$ cat config.mk
export PLATFORM = sky130hd
export DESIGN_NAME = pc_sequencer
export DESIGN_NICKNAME = d
export VERILOG_FILES = /design/src/rtl/pc_seq_pkg.sv /design/src/rtl/pc_ras.sv /design/src/rtl/pc_sequencer.sv
export SDC_FILE = /design/constraint.sdc
export NUM_CORES = 1
export LEC_CHECK = 0
export ABC_AREA = 1
export CORE_MARGIN = 2
export CORE_UTILIZATION = 40
export DETAILED_ROUTE_END_ITERATION = 16
export DONT_BUFFER_PORTS = 1
export GPL_TIMING_DRIVEN = 1
export PLACE_DENSITY = 0.62
export SYNTH_ARGS = -nofsm -noshare
export SYNTH_HDL_FRONTEND = slang
export SYNTH_SLANG_ARGS = --single-unit
$ cat constraint.sdc
create_clock -name clk -period 2.5 [get_ports clk]
set_input_delay 0.125 -clock clk [delete_from_list [all_inputs] [get_ports clk]]
set_output_delay 0.125 -clock clk [all_outputs]
set_load 0.01 [all_outputs]
$ cat src/rtl/pc_seq_pkg.sv
// ============================================================================
// pc_seq_pkg : shared state encoding and default sizes for the PC sequencer
// Rev 1.0
// ============================================================================
`default_nettype none

package pc_seq_pkg;

  typedef enum logic [1:0] {
    IDLE = 2'd0,
    RUN  = 2'd1,
    HALT = 2'd2
  } pc_seq_state_t;

  localparam int PC_SEQ_AW_DEF        = 5;
  localparam int PC_SEQ_RAS_DEPTH_DEF = 4;

endpackage

`default_nettype wire

$ cat src/rtl/pc_ras.sv
// ============================================================================
// pc_ras : circular return-address stack with push, pop and top-replace
// Rev 1.0
// ============================================================================
`default_nettype none

module pc_ras
  import pc_seq_pkg::*;
#(
  parameter int AW        = PC_SEQ_AW_DEF,
  parameter int RAS_DEPTH = PC_SEQ_RAS_DEPTH_DEF
) (
  input  logic          clk,
  input  logic          rst_n,
  input  logic          push_i,
  input  logic          pop_i,
  input  logic          replace_i,
  input  logic [AW-1:0] data_i,
  output logic [AW-1:0] top_o,
  output logic          full_o,
  output logic          empty_o
);

  localparam int PW = $clog2(RAS_DEPTH);

  logic [AW-1:0] mem_q [RAS_DEPTH];
  logic [PW-1:0] sp_q, sp_d;
  logic [PW:0]   cnt_q, cnt_d;
  logic [PW-1:0] top_idx;

  // sp_q points at the next free slot; the newest entry sits just below it.
  assign top_idx = sp_q - 1'b1;
  assign top_o   = mem_q[top_idx];
  assign full_o  = (cnt_q == (PW+1)'(RAS_DEPTH));
  assign empty_o = (cnt_q == '0);

  always_comb begin
    sp_d  = sp_q;
    cnt_d = cnt_q;
    if (replace_i) begin
      sp_d  = sp_q;
    end else if (pop_i && !empty_o) begin
      sp_d  = sp_q - 1'b1;
      cnt_d = cnt_q - 1'b1;
    end else if (push_i) begin
      sp_d  = sp_q + 1'b1;
      cnt_d = full_o ? cnt_q : cnt_q + 1'b1;
    end
  end

  always_ff @(posedge clk or negedge rst_n) begin
    if (!rst_n) begin
      sp_q  <= '0;
      cnt_q <= '0;
    end else begin
      sp_q  <= sp_d;
      cnt_q <= cnt_d;
    end
  end

  // Storage is left unreset; the count alone decides what is readable.
  always_ff @(posedge clk) begin
    if (replace_i) begin
      mem_q[top_idx] <= data_i;
    end else if (push_i && !pop_i) begin
      mem_q[sp_q] <= data_i;
    end
  end

endmodule

`default_nettype wire

$ cat src/rtl/pc_sequencer.sv
// ============================================================================
// pc_sequencer : registered PC with step/branch/jump redirects and fetch
// handshake; optional return-address stack built when PC_SEQ_RAS_EN is defined.
// Rev 1.0
// ============================================================================
`default_nettype none

module pc_sequencer
  import pc_seq_pkg::*;
#(
  parameter int AW        = PC_SEQ_AW_DEF,
  parameter int STEP      = 1,
  parameter int RESET_PC  = 0,
  parameter int RAS_DEPTH = PC_SEQ_RAS_DEPTH_DEF
) (
  input  logic          clk,
  input  logic          rst_n,
  input  logic          start,
  input  logic          halt,
  input  logic          stall,
  input  logic          br_taken,
  input  logic [AW-1:0] br_offset,
  input  logic          jmp_en,
  input  logic [AW-1:0] jmp_target,
  input  logic          call,
  input  logic          ret,
  input  logic          pc_ready,
  output logic [AW-1:0] pc,
  output logic          pc_valid,
  output logic          ras_ovf,
  output logic          ras_unf
);

  localparam logic [AW-1:0] STEP_W     = AW'(STEP);
  localparam logic [AW-1:0] RESET_PC_W = AW'(RESET_PC);

  pc_seq_state_t state_q, state_d;
  logic [AW-1:0] pc_q, pc_d;
  logic          valid_q, valid_d;
  logic [AW-1:0] pc_inc;

  assign pc_inc = pc_q + STEP_W;

`ifdef PC_SEQ_RAS_EN
  logic          push, pop, replace;
  logic [AW-1:0] ras_top;
  logic          ras_full, ras_empty;
  logic          ovf_q, ovf_d, unf_q, unf_d;

  pc_ras #(
    .AW        (AW),
    .RAS_DEPTH (RAS_DEPTH)
  ) u_ras (
    .clk       (clk),
    .rst_n     (rst_n),
    .push_i    (push),
    .pop_i     (pop),
    .replace_i (replace),
    .data_i    (pc_inc),
    .top_o     (ras_top),
    .full_o    (ras_full),
    .empty_o   (ras_empty)
  );
`else
  localparam int RAS_DEPTH_UNUSED = RAS_DEPTH;
  logic ret_unused;
  assign ret_unused = ret;
`endif

  always_comb begin
    state_d = state_q;
    pc_d    = pc_q;
`ifdef PC_SEQ_RAS_EN
    push    = 1'b0;
    pop     = 1'b0;
    replace = 1'b0;
    ovf_d   = 1'b0;
    unf_d   = 1'b0;
`endif
    case (state_q)
      IDLE: begin
        pc_d = RESET_PC_W;
        if (start) state_d = RUN;
      end
      RUN: begin
        if (halt) state_d = HALT;
`ifdef PC_SEQ_RAS_EN
        // A return with nothing stacked falls through to the lower rules.
        unf_d = ret && ras_empty;
        if (call && ret && !ras_empty) begin
          pc_d    = ras_top;
          replace = 1'b1;
        end else if (ret && !ras_empty) begin
          pc_d = ras_top;
          pop  = 1'b1;
        end else if (call) begin
          pc_d  = jmp_target;
          push  = 1'b1;
          ovf_d = ras_full;
        end else if (jmp_en) begin
          pc_d = jmp_target;
        end else if (br_taken) begin
          pc_d = pc_q + br_offset;
        end else if (pc_ready && !stall) begin
          pc_d = pc_inc;
        end
`else
        if (call || jmp_en) begin
          pc_d = jmp_target;
        end else if (br_taken) begin
          pc_d = pc_q + br_offset;
        end else if (pc_ready && !stall) begin
          pc_d = pc_inc;
        end
`endif
      end
      HALT: begin
        if (start) state_d = RUN;
      end
      default: begin
        state_d = IDLE;
        pc_d    = RESET_PC_W;
      end
    endcase
    valid_d = (state_d == RUN);
  end

  always_ff @(posedge clk or negedge rst_n) begin
    if (!rst_n) begin
      state_q <= IDLE;
      pc_q    <= RESET_PC_W;
      valid_q <= 1'b0;
    end else begin
      state_q <= state_d;
      pc_q    <= pc_d;
      valid_q <= valid_d;
    end
  end

`ifdef PC_SEQ_RAS_EN
  always_ff @(posedge clk or negedge rst_n) begin
    if (!rst_n) begin
      ovf_q <= 1'b0;
      unf_q <= 1'b0;
    end else begin
      ovf_q <= ovf_d;
      unf_q <= unf_d;
    end
  end
  assign ras_ovf = ovf_q;
  assign ras_unf = unf_q;
`else
  assign ras_ovf = 1'b0;
  assign ras_unf = 1'b0;
`endif

  assign pc       = pc_q;
  assign pc_valid = valid_q;

endmodule

`default_nettype wire

After elaboration in Yosys (flattened, before gate mapping)
Cells that the tools add are included.

storage, ports and cells
  register bits after elaboration = 8
  input bits = 20
  output and inout port bits = 8
  logic and storage cells = 23

operators by class
  add/sub/neg operators = 2
  equality and inequality tests = 4
  multiplexer cells = 7
  bitwise logic cells = 1
  reduce and logical (&&, ||, !) cells = 6

operator list
  operator               count
  $mux W5                3
  $pmux W5 S2            1
  $add A5 B1 Y5 const B  1
  $add A5 B5 Y5          1
  $eq A2 B1 Y1 const B   2
  $mux W2                2
  $ne A4 B4 Y1 const B   1
  $pmux W2 S2            1
  $eq A2 B2 Y1 const B   1
  $logic_not A2 Y1       1
  $reduce_and A2 Y1      1
  $reduce_or A2 Y1       1
  $logic_and A1 B1 Y1    1
  $logic_not A1 Y1       1
  $logic_or A1 B1 Y1     1
  $not A1 Y1             1

Depth between registers and ports, before layout
Gate-level depths: netlist (run 1).

  depth after elaboration = 6
  mapped depth = 11
  depth with buffers taken out = 11

Worst setup path before layout (run 1)
Ideal clock, no wire load.

  path type = register -> register
  start = register pc_q[0], in the netlist pc[0]
  end = register pc_q[4], in the netlist pc[4]
  library setup time = 0.116 ns
  data arrival time = 1.399 ns
  data required time = 2.384 ns
  slack = 0.984 ns
  cell stages (with the launch flop) = 9
  path buffers = 0
  clock period less this slack = 1.516 ns
  cell sequence = dfrtp_1 -> ha_1 -> fa_1 -> nand3_1 -> nand3_1 -> nand2_1 -> nand3_1 -> nand2_1 -> nand2_1

on the way
  word-level cells in the longest chain between the ends = 5
  elaborated cells between the ends (all ways) = 6
  those cells by class = add/sub (2); mux (4)

ends and longest elaborated chain
  element                 line                 text
  from (decl)             pc_sequencer.sv:38   logic [AW-1:0] pc_q, pc_d;
  from (signal assigned)  pc_sequencer.sv:135  pc_q <= pc_d;
  $add A5 B1 Y5           pc_sequencer.sv:42   assign pc_inc = pc_q + STEP_W;
  $mux W5                 pc_sequencer.sv:112  end else if (pc_ready && !stall) begin
  $mux W5 (*)             pc_sequencer.sv:110  end else if (br_taken) begin
  $mux W5 (*)             pc_sequencer.sv:108  if (call || jmp_en) begin
  $pmux W5 S2 (*)         pc_sequencer.sv:80   case (state_q)

Every way passes the cells marked *; elsewhere a longest branch is shown, timed or not. The select of a mux whose other input is x is not followed.
A chain may end at the register's enable or synchronous reset.

Worst setup path in the final report (run 1)
Ends and elaborated chain as after synthesis.

==> flow_summary.yaml, run 1 <==
floorplan:
  pin_count: 28
  rows: 14
  die-width_um: 43.9
  die_y_um: 43.9
  fp.coreArea_mm2: 0.00151
  die_area_mm2: 0.00193
  initial_core_util_pct: 42.3
power:
  p_per_area_mw_per_mm2: 651
  pwr-share-comb_pct: 35.0
  intPower_mw: 0.276
  p_sw_mw: 0.173
  power.share.sequential_pct: 43.5
  leakagePower_nw: 0.373
  p_clk_share_pct: 21.4
  swShare_pct: 38.6
  peakVddDrop_mv: 0.294
critical_path:
  cp_slowest_stage_delay_ns: 0.43
  path_cells: "ha_1 -> fa_1 -> nand3_1 -> nand3_1 -> nand2_1 -> nand3_1 -> nand2_1 -> nand2_1"
  worstSetupPathType: "register to register"
  critical_path_depth: 8
  crit_path_end_kind: "register"
  crit_start: "pc[0]"
  rr_endpoint: "pc[4]"
  slowest_stage: "dfrtp_1"
  crit_end: "pc[4]"
  required_ns: 2.64
  crit_arrival_ns: 1.79
  path_delay_family: "adder cells"
  critPathBufInv: 0
  reg2reg_slack_ns: 0.85
  r2r-start: "pc[0]"
  cp-start-kind: "register"
  crit_fanout: 3
  rr_worst_depth: 8
synthesis:
  async_reset_ff_share_pct: 100
  netlist_area_um2: 637
  synth_top_cell_area_share_pct: 31.4
  ys_seq_area_share_pct: 31.4
  synth_edf_count: 0
  ys_ff_latch: 8
  synth_warnings: 0
  synth_most_common_cell: "nand2_1"
  yosys.area.top_type: "dfrtp_1"
  syn-instance-count: 91
  yosys_most_used_dff: "dfrtp_1"
  ys_top_cells_by_area: "dfrtp_1, nand2_1, ha_1"
  synth_commonest_cells: "nand2_1, inv_1, dfrtp_1, nand3_1, nor2_1"
  yosys.cell_types.count: 20
  synth_area_per_cell_um2: 7.00
clock_network:
  htree_levels: 1
  clock-sinks: 8
  cts_tree: "yes"
  clk_path_buf_depth: 2
  cts_root_buf: "clkbuf_4"
  clkSlewWorstSetupHoldPaths_ns: 0.05
  cts-resized-gates: 0
  clk_latency_ns: 0.25
  cts_made_buffers: 3
timing:
  period_minus_slack_ns: 1.65
  setup_tns_ns: 0
  fin_crit_sh_pct: 65.9
  max_freq_mhz: 607
  fin_worst_skew_ns: 0.000675
  fin_hold_ws_ns: 0.0219
  slew_viol_final: 0
  rsz0062_at_grt: "no"
  finalHoldViolations: 0
  setup_viol: 0
worst_hold_path:
  worstHoldPathType: "input port to register"
  hp-start: "start"
global_route:
  grt_pass1_wl_um: 2080
  grtUsageTotal_pct: 14.5
  grt_pass1_vias: 517
  grt.overflow.total: 0
  grt_max_degree: 12
  antenna_found_initial: 0
placement:
  dp.cells: 105
  hpwl_um: 985
  numPortBuffers: 0
  gp_congestion: 0.753
  place_area_um2: 638
layout:
  drive_above_1_share_pct: 10.5
  finalInstanceArea_um2: 691
  fin_cells: 111
  fill_cells: 170
  syn2layout_area_growth_pct: 8.45
  nets: 122
  num_antenna_cells: 0
detailed_routing:
  drt-total-wl_um: 1190
  drt-pass1-iter-count: 4
  wl_per_cell_um: 10.7
  drt_iter0_markers: 5
  via_per_inst: 4.86
  drc: 0
  antenna_left: 0
  num_vias: 539
run:
  max-cap-violations: 0
outcome:
  status: "finished, final reports clean"
cell usage in the layout, fill, tap and decap left out:
cell           Yosys  layout
inv_2              2       2
nor2_1             6       6
nand3_2            1       1
inv_1             11      11
nor2_4             1       1
ha_1               4       4
fa_1               1       1
conb_1             1       2
nor2_2             1       1
dlygate4sd3_1      0       3
a21oi_1            2       2
dfrtp_1            8       8
or2_2              1       1
o21ai_4            1       1
o21ai_1            2       2
o211ai_1           2       2
xnor2_1            1       1
nand2_1           32      32
clkbuf_4           0       3
o21ai_0            3       3
nand3_1            8       8
per-stage QoR:
step,utilization (%),power (mW),worst slack (ns)
after detailed placement,42.4,0.352,0.843
final,45.8,0.449,0.854
after floorplan,-,0.325,0.984
after global placement,42.4,0.348,0.853
after global routing,45.8,0.496,0.738
after CTS,45.8,0.460,0.845
worst min path at each step:
stage,to,slack (ns),depth (start not counted)
after global routing,state_q[0],0.03,2
after floorplan,pc[0],-0.17,0
after detailed placement,state_q[0],-0.17,0
after CTS,pc_valid,0.01,2
after global placement,pc_valid,-0.17,0
final,state_q[0],0.02,2
power by group through the flow:
stage	clock network, mW	registers (mW)	logic [mW]
after floorplan	0	0.192	0.133
after global placement	0	0.199	0.150
after detailed placement	0	0.199	0.153
after CTS	0.104	0.196	0.160
after global routing	0.107	0.201	0.188
final	0.0963	0.196	0.157
flip-flops by register name, indices dropped and copies added, names as in the netlist:
signal,count
pc_valid,1
state_q,2
pc,5
cells by family after synthesis:
family / Yosys count / share of synthesized area, %
buffers and inverters: 16 / 11.2
DFF: 8 / 31.4
adders and majority gates: 5 / 11.0
other: 1 / 0.589
xor gates and xnor gates: 1 / 1.38
and+or+nand+nor: 50 / 34.0
AOI/OAI and AO/OA: 10 / 10.4
per-layer routing:
layer / GRT usage [%] / vias to the layer above / routed length, µm
li1: - / 291 / -
met1: 17.2 / 231 / 518
met2: 24.7 / 15 / 596
met3: 1.67 / 2 / 68
met4: 9.09 / 0 / 6
met5: 0 / - / 0
timing repair:
action / in CTS / in global routing
endpoints found under the hold margin: 11 / 0
setup buffers: 0 / 0
hold buffers: 3 / 0
cell type report:
cell class	instances	area [µm²]	share of cell area (%)
multi-input combinational	68	369	53.4
sequential	8	200	29.0
inverter	13	48.8	7.07
timing repair buffer	3	30.0	4.35
clock buffer	3	22.5	3.26
tap	16	20.0	2.90
Note: power is estimated with default switching activity, not from simulation.
==> inputs of run 2 (changes only) <==
Settings changed: ABC_AREA 1 to 0, PLACE_DENSITY 0.62 to 0.64.
Clock period 2.5 ns to 1.5 ns, I/O delays scaled along.
==> flow_summary.yaml, run 2 <==
floorplan:
  initial_core_util_pct: 43.6
  die_area_mm2: 0.00178
  rows: 13
  die_y_um: 42.1
  fp.coreArea_mm2: 0.00133
  pin_count: 28
  die-width_um: 42.1
clock_network:
  cts_root_buf: "clkbuf_4"
  clkSlewWorstSetupHoldPaths_ns: 0.06
  cts_made_buffers: 3
  htree_levels: 1
  clk_latency_ns: 0.25
  clock-sinks: 8
  clk_path_buf_depth: 2
  cts_tree: "yes"
timing:
  setup_tns_ns: -0.0658
  fin_hold_ws_ns: 0.0622
  slew_viol_final: 0
  setup_viol: 2
  finalHoldViolations: 0
  max_freq_mhz: 643
  rsz0062_at_grt: "yes"
  period_minus_slack_ns: 1.56
  fin_crit_sh_pct: 104
  fin_worst_skew_ns: 0.00258
  fin_ws_ns: -0.0560
synthesis:
  netlist_area_um2: 582
  synth_edf_count: 0
  ys_seq_area_share_pct: 34.4
  yosys.cell_types.count: 26
  yosys.area.top_type: "dfrtp_1"
  synth_top_cell_area_share_pct: 34.4
  synth_commonest_cells: "dfrtp_1, nand2_1, ha_1, o21ai_0"
  ys_top_cells_by_area: "dfrtp_1, ha_1, o41ai_4"
  async_reset_ff_share_pct: 100
  syn-instance-count: 57
  synth_most_common_cell: "dfrtp_1"
  yosys_most_used_dff: "dfrtp_1"
  synth_area_per_cell_um2: 10.2
  synth_warnings: 0
  ys_ff_latch: 8
detailed_routing:
  antenna_left: 0
  via_per_inst: 5.49
  drt_iter0_markers: 4
  num_vias: 467
  wl_per_cell_um: 14.5
  drc: 0
  drt-pass1-iter-count: 2
  drt-total-wl_um: 1230
layout:
  syn2layout_area_growth_pct: 22.8
  final_cell_mix: "dfrtp_1, dlygate4sd3_1, buf_4"
  fin_cells: 85
  postLayoutCoreUtil_pct: 53.6
  drive_above_1_share_pct: 20.0
  num_antenna_cells: 0
  layout_commonest_cell: "dfrtp_1"
  nets: 97
  largest_reg_flops: 5
  finalInstanceArea_um2: 714
global_route:
  antenna_found_initial: 0
  grt_pass1_vias: 442
  grt_pass1_wl_um: 2050
  grt_max_degree: 9
  grtUsageTotal_pct: 15.1
  grt.overflow.total: 0
power:
  leakagePower_nw: 0.354
  peakVddDrop_mv: 0.455
  p_per_area_mw_per_mm2: 1100
critical_path:
  crit_path_end_kind: "register"
  path_delay_family: "adder cells"
  slowest_stage: "dfrtp_1"
  crit_fanout: 2
  required_ns: 1.64
  worstSetupPathType: "register to register"
  reg2reg_slack_ns: -0.06
  path_cells: "ha_2 -> fa_2 -> a21o_1 -> a21oi_2 -> xnor2_1 -> o21ai_1"
  cp-start-kind: "register"
  crit_arrival_ns: 1.69
  cp_slowest_stage_delay_ns: 0.38
  critPathBufInv: 0
outcome:
  violations: "negative setup slack"
  status: "finished, violations left"
placement:
  hpwl_um: 970
  numPortBuffers: 0
  place_area_um2: 617
  dp.cells: 74
  gp_congestion: 0.778
run:
  max-cap-violations: 0
worst_hold_path:
  worstHoldPathType: "input port to register"
-- run 2: path summary, 6_finish.rpt --
check / end / from / cells past startpoint
worst max-delay path: pc[4] / pc[0] / 6
worst min-delay path: pc[1] / jmp_target[1] / 2
worst max register to register: pc[4] / pc[0] / 6
worst min register to register: pc[3] / pc[3] / 2
max in group asynchronous: state_q[0] / rst_n / 1
min in group asynchronous: pc[4] / rst_n / 1
-- run 2: kinds of logic after synthesis --
logic type	share of synthesized area (%)
multiplexers	3.44
adder cells (fa/ha/maj)	12.0
AND/OR/NAND/NOR	14.8
buffers and inverters	5.16
AO/OA/AOI/OAI	23.4
flip-flops	34.4
other	0.645
XOR/XNOR	6.02
-- run 2: worst reg2reg max path, stage by stage (launching register included) --
cell and delay (ns):
dfrtp_1 0.38, ha_2 0.19, fa_2 0.35, a21o_1 0.18, a21oi_2 0.15, xnor2_1 0.12
o21ai_1 0.07
-- run 2: final cells by class --
class,instances,area (µm²)
fillers,133,619
multi-input cells,46,364
flip-flops and latches,8,200
repair buffers,12,105
clock buffers,3,22.5
well taps,15,18.8
inverters,1,3.75
-- run 2: layer usage --
| metal | vias to the layer above | wire length (µm) | track usage, % | share of wire (%) |
|---|---|---|---|---|
| met5 | - | 0 | 0 | 0 |
| met4 | 0 | 0 | 5.63 | 0 |
| met3 | 0 | 96 | 4.74 | 7.8 |
| met2 | 19 | 530 | 20.9 | 43 |
| met1 | 220 | 604 | 21.6 | 49 |
| li1 | 228 | - | - | - |
-- run 2: what timing repair did --
item	CTS	global route
resized for setup	1	0
hold buffers	6	0
setup buffers	1	1
pin swaps	0	1
hold endpoints to repair	13	0
endpoints found under the setup margin	2	5
-- run 2: per-stage QoR --
step / total power, mW / setup WS, ns
after floorplan: 0.514 / -0.0547
after CTS: 0.789 / -0.0569
after global routing: 0.846 / -0.119
after detailed placement: 0.579 / -0.0630
after global placement: 0.572 / -0.0278
final: 0.785 / -0.0560
-- run 2: where the power goes --
group | leakage [nW] | switching [mW] | internal [mW] | total (mW)
clock network | 0.0138 | 0.0799 | 0.0920 | 0.172
logic | 0.237 | 0.144 | 0.159 | 0.303
registers | 0.104 | 0.0497 | 0.261 | 0.311
total | 0.354 | 0.274 | 0.512 | 0.785
